--- src/rtl/shift_pkg.sv ---
`default_nettype none
// ============================================================================
// Module      : shift_pkg
// Description : Shared decode constants, state and result types for the
//               execute-stage shift unit.
// Revision    : 1.0 - initial release
// ============================================================================
package shift_pkg;

    localparam logic [2:0] FUNCT3_SLL = 3'b001;
    localparam logic [2:0] FUNCT3_SR  = 3'b101;

    typedef enum logic [1:0] {
        EMPTY = 2'd0,
        FULL  = 2'd1,
        SKID  = 2'd2
    } shift_state_t;

    typedef struct packed {
        logic [31:0] result;
        logic [4:0]  rd;
        logic        illegal;
    } shift_res_t;

    function automatic logic [31:0] bit_reverse32(input logic [31:0] d);
        logic [31:0] r;
        r = '0;
        for (int i = 0; i < 32; i++) begin
            r[i] = d[31-i];
        end
        return r;
    endfunction

endpackage
`default_nettype wire

--- src/rtl/right_barrel_shifter.sv ---
`default_nettype none
// ============================================================================
// Module      : right_barrel_shifter
// Description : Combinational logarithmic right shifter, logical or arithmetic.
// Revision    : 1.0 - initial release
// ============================================================================
module right_barrel_shifter #(
    parameter int XLEN    = 32,
    parameter int SHAMT_W = 5
) (
    input  logic [XLEN-1:0]    idata,
    input  logic [SHAMT_W-1:0] shift_len,
    input  logic               arithmetic,
    output logic [XLEN-1:0]    odata
);

    logic                         w_fill;
    logic [SHAMT_W:0][XLEN-1:0]   w_stage;

    assign w_fill     = arithmetic & idata[XLEN-1];
    assign w_stage[0] = idata;

    // Stage k shifts by 2**k when bit k of the amount is set.
    for (genvar gi = 0; gi < SHAMT_W; gi++) begin : g_stage
        localparam int SH = 1 << gi;
        assign w_stage[gi+1] = shift_len[gi]
                             ? {{SH{w_fill}}, w_stage[gi][XLEN-1:SH]}
                             : w_stage[gi];
    end

    assign odata = w_stage[SHAMT_W];

endmodule
`default_nettype wire

--- src/rtl/shift_exec_stage.sv ---
`default_nettype none
// ============================================================================
// Module      : shift_exec_stage
// Description : RV32I execute-stage shift unit with registered output and a
//               one-entry skid buffer behind a valid/ready handshake.
// Revision    : 1.0 - initial release
// ============================================================================
module shift_exec_stage
    import shift_pkg::*;
#(
    parameter int XLEN    = 32,
    parameter int SHAMT_W = 5
) (
    input  logic               clk,
    input  logic               rst_n,
    input  logic               flush,
    input  logic               in_valid,
    output logic               in_ready,
    input  logic [2:0]         in_funct3,
    input  logic               in_funct7_5,
    input  logic               in_is_imm,
    input  logic [XLEN-1:0]    in_rs1_data,
    input  logic [XLEN-1:0]    in_rs2_data,
    input  logic [SHAMT_W-1:0] in_shamt_imm,
    input  logic [4:0]         in_rd,
    output logic               out_valid,
    input  logic               out_ready,
    output logic [XLEN-1:0]    out_result,
    output logic [4:0]         out_rd,
    output logic               out_illegal
);

    logic [SHAMT_W-1:0] w_shamt;
    logic               w_is_sll;
    logic               w_is_srl;
    logic               w_is_sra;
    logic               w_illegal;
    logic [XLEN-1:0]    w_shift_in;
    logic [XLEN-1:0]    w_shift_out;
    logic               w_accept;
    logic               w_xfer;
    logic               w_unused_rs2;
    shift_res_t         w_new;

    shift_state_t       r_state;
    shift_res_t         r_out;
    shift_res_t         r_skid;
    logic               r_out_valid;
    logic               r_in_ready;

    assign w_unused_rs2 = &{1'b0, in_rs2_data[XLEN-1:SHAMT_W]};

    assign w_shamt   = in_is_imm ? in_shamt_imm : in_rs2_data[SHAMT_W-1:0];
    assign w_is_sll  = (in_funct3 == FUNCT3_SLL) && !in_funct7_5;
    assign w_is_srl  = (in_funct3 == FUNCT3_SR)  && !in_funct7_5;
    assign w_is_sra  = (in_funct3 == FUNCT3_SR)  &&  in_funct7_5;
    assign w_illegal = !(w_is_sll || w_is_srl || w_is_sra);

    // Left shifts reuse the right shifter by mirroring operand and result.
    assign w_shift_in = w_is_sll ? bit_reverse32(in_rs1_data) : in_rs1_data;

    right_barrel_shifter #(
        .XLEN    (XLEN),
        .SHAMT_W (SHAMT_W)
    ) u_rbs (
        .idata      (w_shift_in),
        .shift_len  (w_shamt),
        .arithmetic (w_is_sra),
        .odata      (w_shift_out)
    );

    always_comb begin
        w_new         = '0;
        w_new.rd      = in_rd;
        w_new.illegal = w_illegal;
        if (!w_illegal) begin
            w_new.result = w_is_sll ? bit_reverse32(w_shift_out) : w_shift_out;
        end
    end

    assign w_accept = in_valid && r_in_ready;
    assign w_xfer   = r_out_valid && out_ready;

    always_ff @(posedge clk or negedge rst_n) begin
        if (!rst_n) begin
            r_state     <= EMPTY;
            r_out       <= '0;
            r_skid      <= '0;
            r_out_valid <= 1'b0;
            r_in_ready  <= 1'b1;
        end else if (flush) begin
            // Any transfer this cycle completes; held and incoming ops are dropped.
            r_state     <= EMPTY;
            r_out_valid <= 1'b0;
            r_in_ready  <= 1'b1;
        end else begin
            case (r_state)
                EMPTY: begin
                    if (w_accept) begin
                        r_out       <= w_new;
                        r_out_valid <= 1'b1;
                        r_state     <= FULL;
                    end
                end
                FULL: begin
                    if (w_accept && w_xfer) begin
                        r_out <= w_new;
                    end else if (w_accept) begin
                        r_skid     <= w_new;
                        r_in_ready <= 1'b0;
                        r_state    <= SKID;
                    end else if (w_xfer) begin
                        r_out_valid <= 1'b0;
                        r_state     <= EMPTY;
                    end
                end
                SKID: begin
                    if (w_xfer) begin
                        r_out      <= r_skid;
                        r_in_ready <= 1'b1;
                        r_state    <= FULL;
                    end
                end
                default: begin
                    r_state     <= EMPTY;
                    r_out_valid <= 1'b0;
                    r_in_ready  <= 1'b1;
                end
            endcase
        end
    end

    assign in_ready    = r_in_ready;
    assign out_valid   = r_out_valid;
    assign out_result  = r_out.result;
    assign out_rd      = r_out.rd;
    assign out_illegal = r_out.illegal;

endmodule
`default_nettype wire

--- config.mk ---
export PLATFORM = sky130hd
export DESIGN_NAME = shift_exec_stage
export DESIGN_NICKNAME = d
export VERILOG_FILES = /design/src/rtl/shift_pkg.sv /design/src/rtl/right_barrel_shifter.sv /design/src/rtl/shift_exec_stage.sv
export SDC_FILE = /design/constraint.sdc
export NUM_CORES = 1
export LEC_CHECK = 0
export ABC_AREA = 1
export CAP_MARGIN = 20
export CELL_PAD_IN_SITES_DETAIL_PLACEMENT = 0
export CELL_PAD_IN_SITES_GLOBAL_PLACEMENT = 1
export CORE_ASPECT_RATIO = 2
export CORE_UTILIZATION = 36
export CTS_CLUSTER_SIZE = 14
export DETAILED_ROUTE_END_ITERATION = 10
export MAX_ROUTING_LAYER = met4
export PLACE_DENSITY_LB_ADDON = 0.15
export SLEW_MARGIN = 20
export SYNTH_ARGS = -nofsm -noshare
export SYNTH_HDL_FRONTEND = slang
export SYNTH_SLANG_ARGS = --single-unit
--- constraint.sdc ---
create_clock -name clk -period 2.34 [get_ports clk]
set_clock_uncertainty 0.05 [all_clocks]
set_input_delay 0.468 -clock clk [delete_from_list [all_inputs] [get_ports clk]]
set_output_delay 0.468 -clock clk [all_outputs]
set_load 0.05 [all_outputs]
== Yosys cells after proc, flatten, opt, wreduce, memory -nomap -nowiden ==
Cells that the tools add are included.
Storage, ports and cells
  register bits: 80
  logic and storage cells: 76
Operators by class
  reductions and logical operators: 17
  mux-type cells: 31
  equality and inequality tests: 16
  bitwise logic cells: 3
Operators by type and width (number)
  32-bit two-way mux: 8
  38-bit two-way mux: 3
  38-bit case mux with 3 select lines: 1
  3-bit != test (second input constant): 6
  2-bit two-way mux: 6
  4-bit AND reduction: 3
  2-bit != test (second input constant): 5
  5-bit AND reduction: 2
  1-bit two-way mux: 9
  1-bit logical AND: 6
  1-bit case mux with 3 select lines: 2
  2-bit case mux with 3 select lines: 1
  5-bit two-way mux: 1
  4-bit != test (second input constant): 1
  3-bit by 1-bit == test with 1-bit output (second input constant): 1
  3-bit == test (second input constant): 1
  3-bit nonzero test: 1
  2-bit by 1-bit == test with 1-bit output (second input constant): 1
  2-bit == test (second input constant): 1
  1-bit logical NOT: 2
  2-bit logical NOT: 1
  1-bit logical OR: 2
  1-bit NOT: 2
  1-bit bitwise AND: 1

== Logic depth before layout (Yosys ltp) ==
  depth after elaboration: 13
  depth in mapped cells: 19

== Hierarchy ==
From an unflattened synthesis, not the netlist that was laid out.
Second synthesis, totals
  cells, all modules: 1083
  area, all modules: 6406.1 sq um
By module, submodules not included
  shift_exec_stage: cells each 711, times used 1, seq. area each 2003.2 sq um, area an instance 4723.3 sq um
  right_barrel_shifter: cells each 372, times used 1, seq. area each 0.0 sq um, area an instance 1682.9 sq um

== Worst setup path after synthesis ==
OpenSTA, ideal clock, no wires.
  path kind: input to register
  start point: in in_funct3[2]
  end point: reg r_out (netlist bit out_result[31])
  path buffers: 3
  setup time: 118 ps
  stages: 15
  slack: 240 ps
  data arrival time: 1932 ps
  path through: buf_2 > nor2_8 > nand2_4 > buf_2 > buf_4 > o211ai_1 > nand3_1 > nand3_1 > nand3_1 > nand3_1 > nand3_1 > nand3_1 > nand2_1 > nand2_1 > nand2_1
On the way
  longest elaborated chain between the ends: 13
RTL lines
  from (decl): RTL line shift_exec_stage.sv:19  | input logic [2:0] in_funct3,
  3-bit by 1-bit == test with 1-bit output: RTL line shift_exec_stage.sv:54  | assign w_is_sll = (in_funct3 == FUNCT3_SLL) && !in_funct7_5;
  1-bit logical AND: RTL line shift_exec_stage.sv:54
  32-bit two-way mux: RTL line shift_exec_stage.sv:60  | assign w_shift_in = w_is_sll ? bit_reverse32(in_rs1_data) : in_rs1_data;
  1-bit bitwise AND: RTL line right_barrel_shifter.sv:20  | assign w_fill = arithmetic & idata[XLEN-1];
  32-bit two-way mux (5 in a row): RTL line right_barrel_shifter.sv:27  | ? {{SH{w_fill}}, w_stage[gi][XLEN-1:SH]}
  32-bit two-way mux: RTL line shift_exec_stage.sv:77  | w_new.result = w_is_sll ? bit_reverse32(w_shift_out) : w_shift_out;
  32-bit two-way mux *: RTL line shift_exec_stage.sv:76  | if (!w_illegal) begin
  38-bit two-way mux, on equally long branches: RTL line shift_exec_stage.sv:106, shift_exec_stage.sv:99
  38-bit case mux with 3 select lines *: RTL line shift_exec_stage.sv:97  | case (r_state)
  to (signal assigned): RTL line shift_exec_stage.sv:100  | r_out <= w_new;
  to (signal assigned): RTL line shift_exec_stage.sv:107  | r_out <= w_new;
  to (signal assigned): RTL line shift_exec_stage.sv:119  | r_out <= r_skid;
  to (decl): RTL line shift_exec_stage.sv:46  | shift_res_t r_out;
Every way passes the cells marked *; elsewhere a longest branch is shown, timed or not. The select of a mux whose other input is x is not followed.
A chain may end at the register's enable or synchronous reset.

== Worst setup path after layout ==
  start point: in in_funct3[2]
  end point: reg r_skid[24] (netlist name)
On the way
  longest elaborated chain between the ends: 11
RTL lines
  3-bit by 1-bit == test with 1-bit output: RTL line shift_exec_stage.sv:54
  1-bit logical AND: RTL line shift_exec_stage.sv:54
  32-bit two-way mux: RTL line shift_exec_stage.sv:60
  1-bit bitwise AND: RTL line right_barrel_shifter.sv:20
  32-bit two-way mux (5 in a row): RTL line right_barrel_shifter.sv:27
  32-bit two-way mux: RTL line shift_exec_stage.sv:77
  32-bit two-way mux *: RTL line shift_exec_stage.sv:76
  to (signal assigned): RTL line shift_exec_stage.sv:109  | r_skid <= w_new;
  to (decl): RTL line shift_exec_stage.sv:47  | shift_res_t r_skid;
Every way passes the cells marked *; elsewhere a longest branch is shown, timed or not.

==> results by group <==
Final layout
  • Diodes inserted: 0
  • Area of the multi-input gates: 4850 um2
  • FF/Latch Area: 2000 um2
  • Final instance area: slightly below 10000 um2
  • Layout cells sized above 1: 29.7%
  • Final-layout fill cell count: between 1500 and 2000
  • Area Growth Syn to Fin: 52.6%
  • Nets: 1280
  • Utilization after layout: a little under three fifths

STA
  • Final setup viols: 0
  • Final slew viol count: 0
  • Fin worst setup slack: 0.0851 ns
  • Final period util: 96.4%
  • Fin Setup TNS: 0 ns
  • Slew HR: 65.2%
  • Measured slew at the worst slew-check pin: 0.520 ns
  • Achievable Freq: approximately 0.44 GHz
  • Final Hold Fails: 0
  • Min Tclk post-route: 2.25 ns

Logic synthesis
  • EDFF count, synth: 0
  • Synth top area share: 30.8%
  • Synth area leader: dfrtp_1
  • Syn Inst Count: between 1000 and 1500
  • Synth async-reset ratio: 100%
  • Synthesis warning total: 0
  • Top post-synthesis cells by area: dfrtp_1 31%, nand3_1 27%, nand2_1 20%
  • Syn avg cell area: 6.09 um2
  • Synthesized Nets: 1139
  • Synth Register Bits: 80
  • Sequential element share of the synthesized area: 31.2%
  • Post-synth top cells: 346 x nand3_1, 338 x nand2_1, 81 x nor2_1
  • Count leader, synth: nand3_1
  • Synth Flop Type: dfrtp_1
  • Post-Syn Area: 6420 um2
  • Synth cell types: 29

Detailed routing
  • Residual DRC: 0
  • Routed WL per cell: 16.8 um
  • Routed wire length: 23700 um
  • Vias: 7582
  • DRT antenna net count: 0
  • Vias per cell: 5.37
  • First-pass DRT Iterations: 5
  • Initial drt markers: 409

Global routing
  • Vias in the first global route: about 7300
  • First-pass GRT wire length: 36500 um
  • Grt ovf: 0
  • GRT Resource Usage Total: a little over a quarter
  • Largest net degree at the start of global routing: 56
  • Initial antenna violation count: 0

Run
  • Max-Cap Viols: 0

Clock tree
  • Clock sinks: 80
  • CTS clock-pin slew for the worst setup and hold paths: 0.07 ns
  • CTS tree: built
  • Root buffer cell: clkbuf_16
  • Cts bufs inserted: 9
  • CTS max path bufs: 2
  • CTS H-tree lvls: 3
  • Worst skew pair latency: 0.33 ns

Power and ir drop
  • Pwr Total: 7.87 mW
  • Peak VDD IR: approximately 510 uV
  • PD cells: 803 nW/um2
  • Leak: around 5 nW

Floorplan
  • Die X: 96.5 um
  • Rows: 68
  • Starting Density: 37.0%
  • Die Area: 18400 um2
  • Top Ports: 124
  • Core area: 17400 um2
  • Die H: 191 um

Worst setup path
  • Crit end category: register
  • CP arrival: 2.47 ns
  • Required time of the critical path: around 2.6 ns
  • Slowest stage delay, CP: 0.31 ns
  • CP max stage cell: bufbuf_16
  • CP dominant cell by count: nand3_2
  • Crit path max fanout: 9
  • Critical path class: in -> reg
  • CP Cell Sequence: clkdlybuf4s15_1, nor2_8, nand2_4, bufbuf_16, nand2_2, nand3_2, nand3_2, nand3_2, nand3_2, nand2_2, nand2_1, nand2_1, nand2_1, nand3_1, buf_4, o21ai_1
  • Critical path startpoint category: input port

Placement
  • Setup WS pre-CTS: -0.633 ns
  • IO buf count: between 90 and 100
  • Post-DP HPWL: 16800 um
  • Cell Area, Placed: 8210 um2
  • Final GP Congestion: 0.921

Hold path
  • Worst hold path type: in -> async

Run status
  • Status: finished, final reports clean
-- kinds of logic after synthesis --
| group | Yosys count | synth area share, % |
|---|---|---|
| AO/OA/AOI/OAI | 57 | 4.89 |
| flip-flops | 80 | 31.2 |
| AND/OR/NAND/NOR | 792 | 55.3 |
| buffers and inverters | 126 | 8.65 |
-- registers in the layout, indices dropped and copies added (netlist names) --
signal / count
out_valid: 1
r_state: 2
in_ready: 1
r_skid: 38
out_rd: 5
out_result: 32
out_illegal: 1
-- worst max-delay path, delay by kind of cell --
family	cells	cell delay [ns]
AND/OR/NAND/NOR	12	1.16
buffers and inverters	3	0.73
AO/OA/AOI/OAI	1	0.10
-- metal layers --
metal | global-route usage [%] | share of wire (%)
met1 | 26.8 | 36
met2 | 48.9 | 55
met3 | 1.35 | 2.1
met4 | 14.4 | 6.6
met5 | - | 0
-- what timing repair did --
item | 4_1_cts | 5_1_grt
buffers inserted | 5 | 2
cloned | 4 | 3
gates resized for setup | 54 | 187
hold buffers | 0 | 0
endpoints found under the setup margin | 64 | 64
pin swaps | 8 | 34
-- layout by cell type (no fill, tap or decap), types with 2 or more instances in the layout --
| cell | Yosys | layout |
|---|---|---|
| nand3_1 | 346 | 193 |
| a31oi_1 | 6 | 6 |
| buf_16 | 0 | 3 |
| nand3_2 | 12 | 156 |
| inv_6 | 0 | 2 |
| buf_4 | 5 | 71 |
| inv_2 | 6 | 7 |
| nand2_1 | 338 | 293 |
| nand2_4 | 3 | 5 |
| buf_12 | 0 | 20 |
| dfrtp_1 | 79 | 79 |
| inv_1 | 48 | 47 |
| o21ai_2 | 3 | 4 |
| o21ai_1 | 32 | 31 |
| dlymetal6s2s_1 | 0 | 2 |
| clkdlybuf4s15_1 | 0 | 3 |
| nand2_2 | 5 | 46 |
| buf_6 | 3 | 7 |
| clkbuf_16 | 0 | 12 |
| clkdlybuf4s50_1 | 0 | 88 |
| nor2_1 | 81 | 81 |
| a21oi_1 | 7 | 7 |
| clkbuf_2 | 0 | 2 |
| o31ai_1 | 2 | 2 |
| nand2_8 | 0 | 2 |
| nand3_4 | 0 | 9 |
| o211ai_1 | 2 | 2 |
| o21ai_0 | 5 | 5 |
| or2_1 | 3 | 3 |
-- through the flow --
stage | hold slack (ns) | instances
after floorplan | 0.122 | 1055
after global placement | 0.403 | 1381
after detailed placement | 0.402 | 1381
after CTS | 0.0514 | 1406
after global routing | 0.0687 | 1411
final | 0.0330 | 1411
-- path summary, 6_finish.rpt --
check	start	end	slack, ns	cells after the start
worst max-delay path	in_funct3[2]	r_skid[24]	0.09	16
worst max register to register	r_state[1]	r_skid[33]	0.46	11
worst min register to register	r_skid[4]	r_skid[4]	0.42	2
worst min-delay path	rst_n	r_state[0]	0.03	1
max in group asynchronous	rst_n	r_skid[22]	1.65	2
min in group clk	r_skid[4]	r_skid[4]	0.42	2
-- final cells by class --
cell class / count / area share, %
Multi-Input combinational cell: 849 / 49.5
Sequential cell: 80 / 20.4
Clock inverter: 6 / 0.766
Timing Repair Buffer: 200 / 21.9
Tap cell: 210 / 2.68
Clock buffer: 10 / 2.44
Inverter: 56 / 2.27
-- power by group --
group	internal, mW	switching [mW]	total (mW)
registers	1.93	0.311	2.24
logic	1.49	2.67	4.16
clock network	0.873	0.597	1.47
Power figures use the tool's default switching activity.
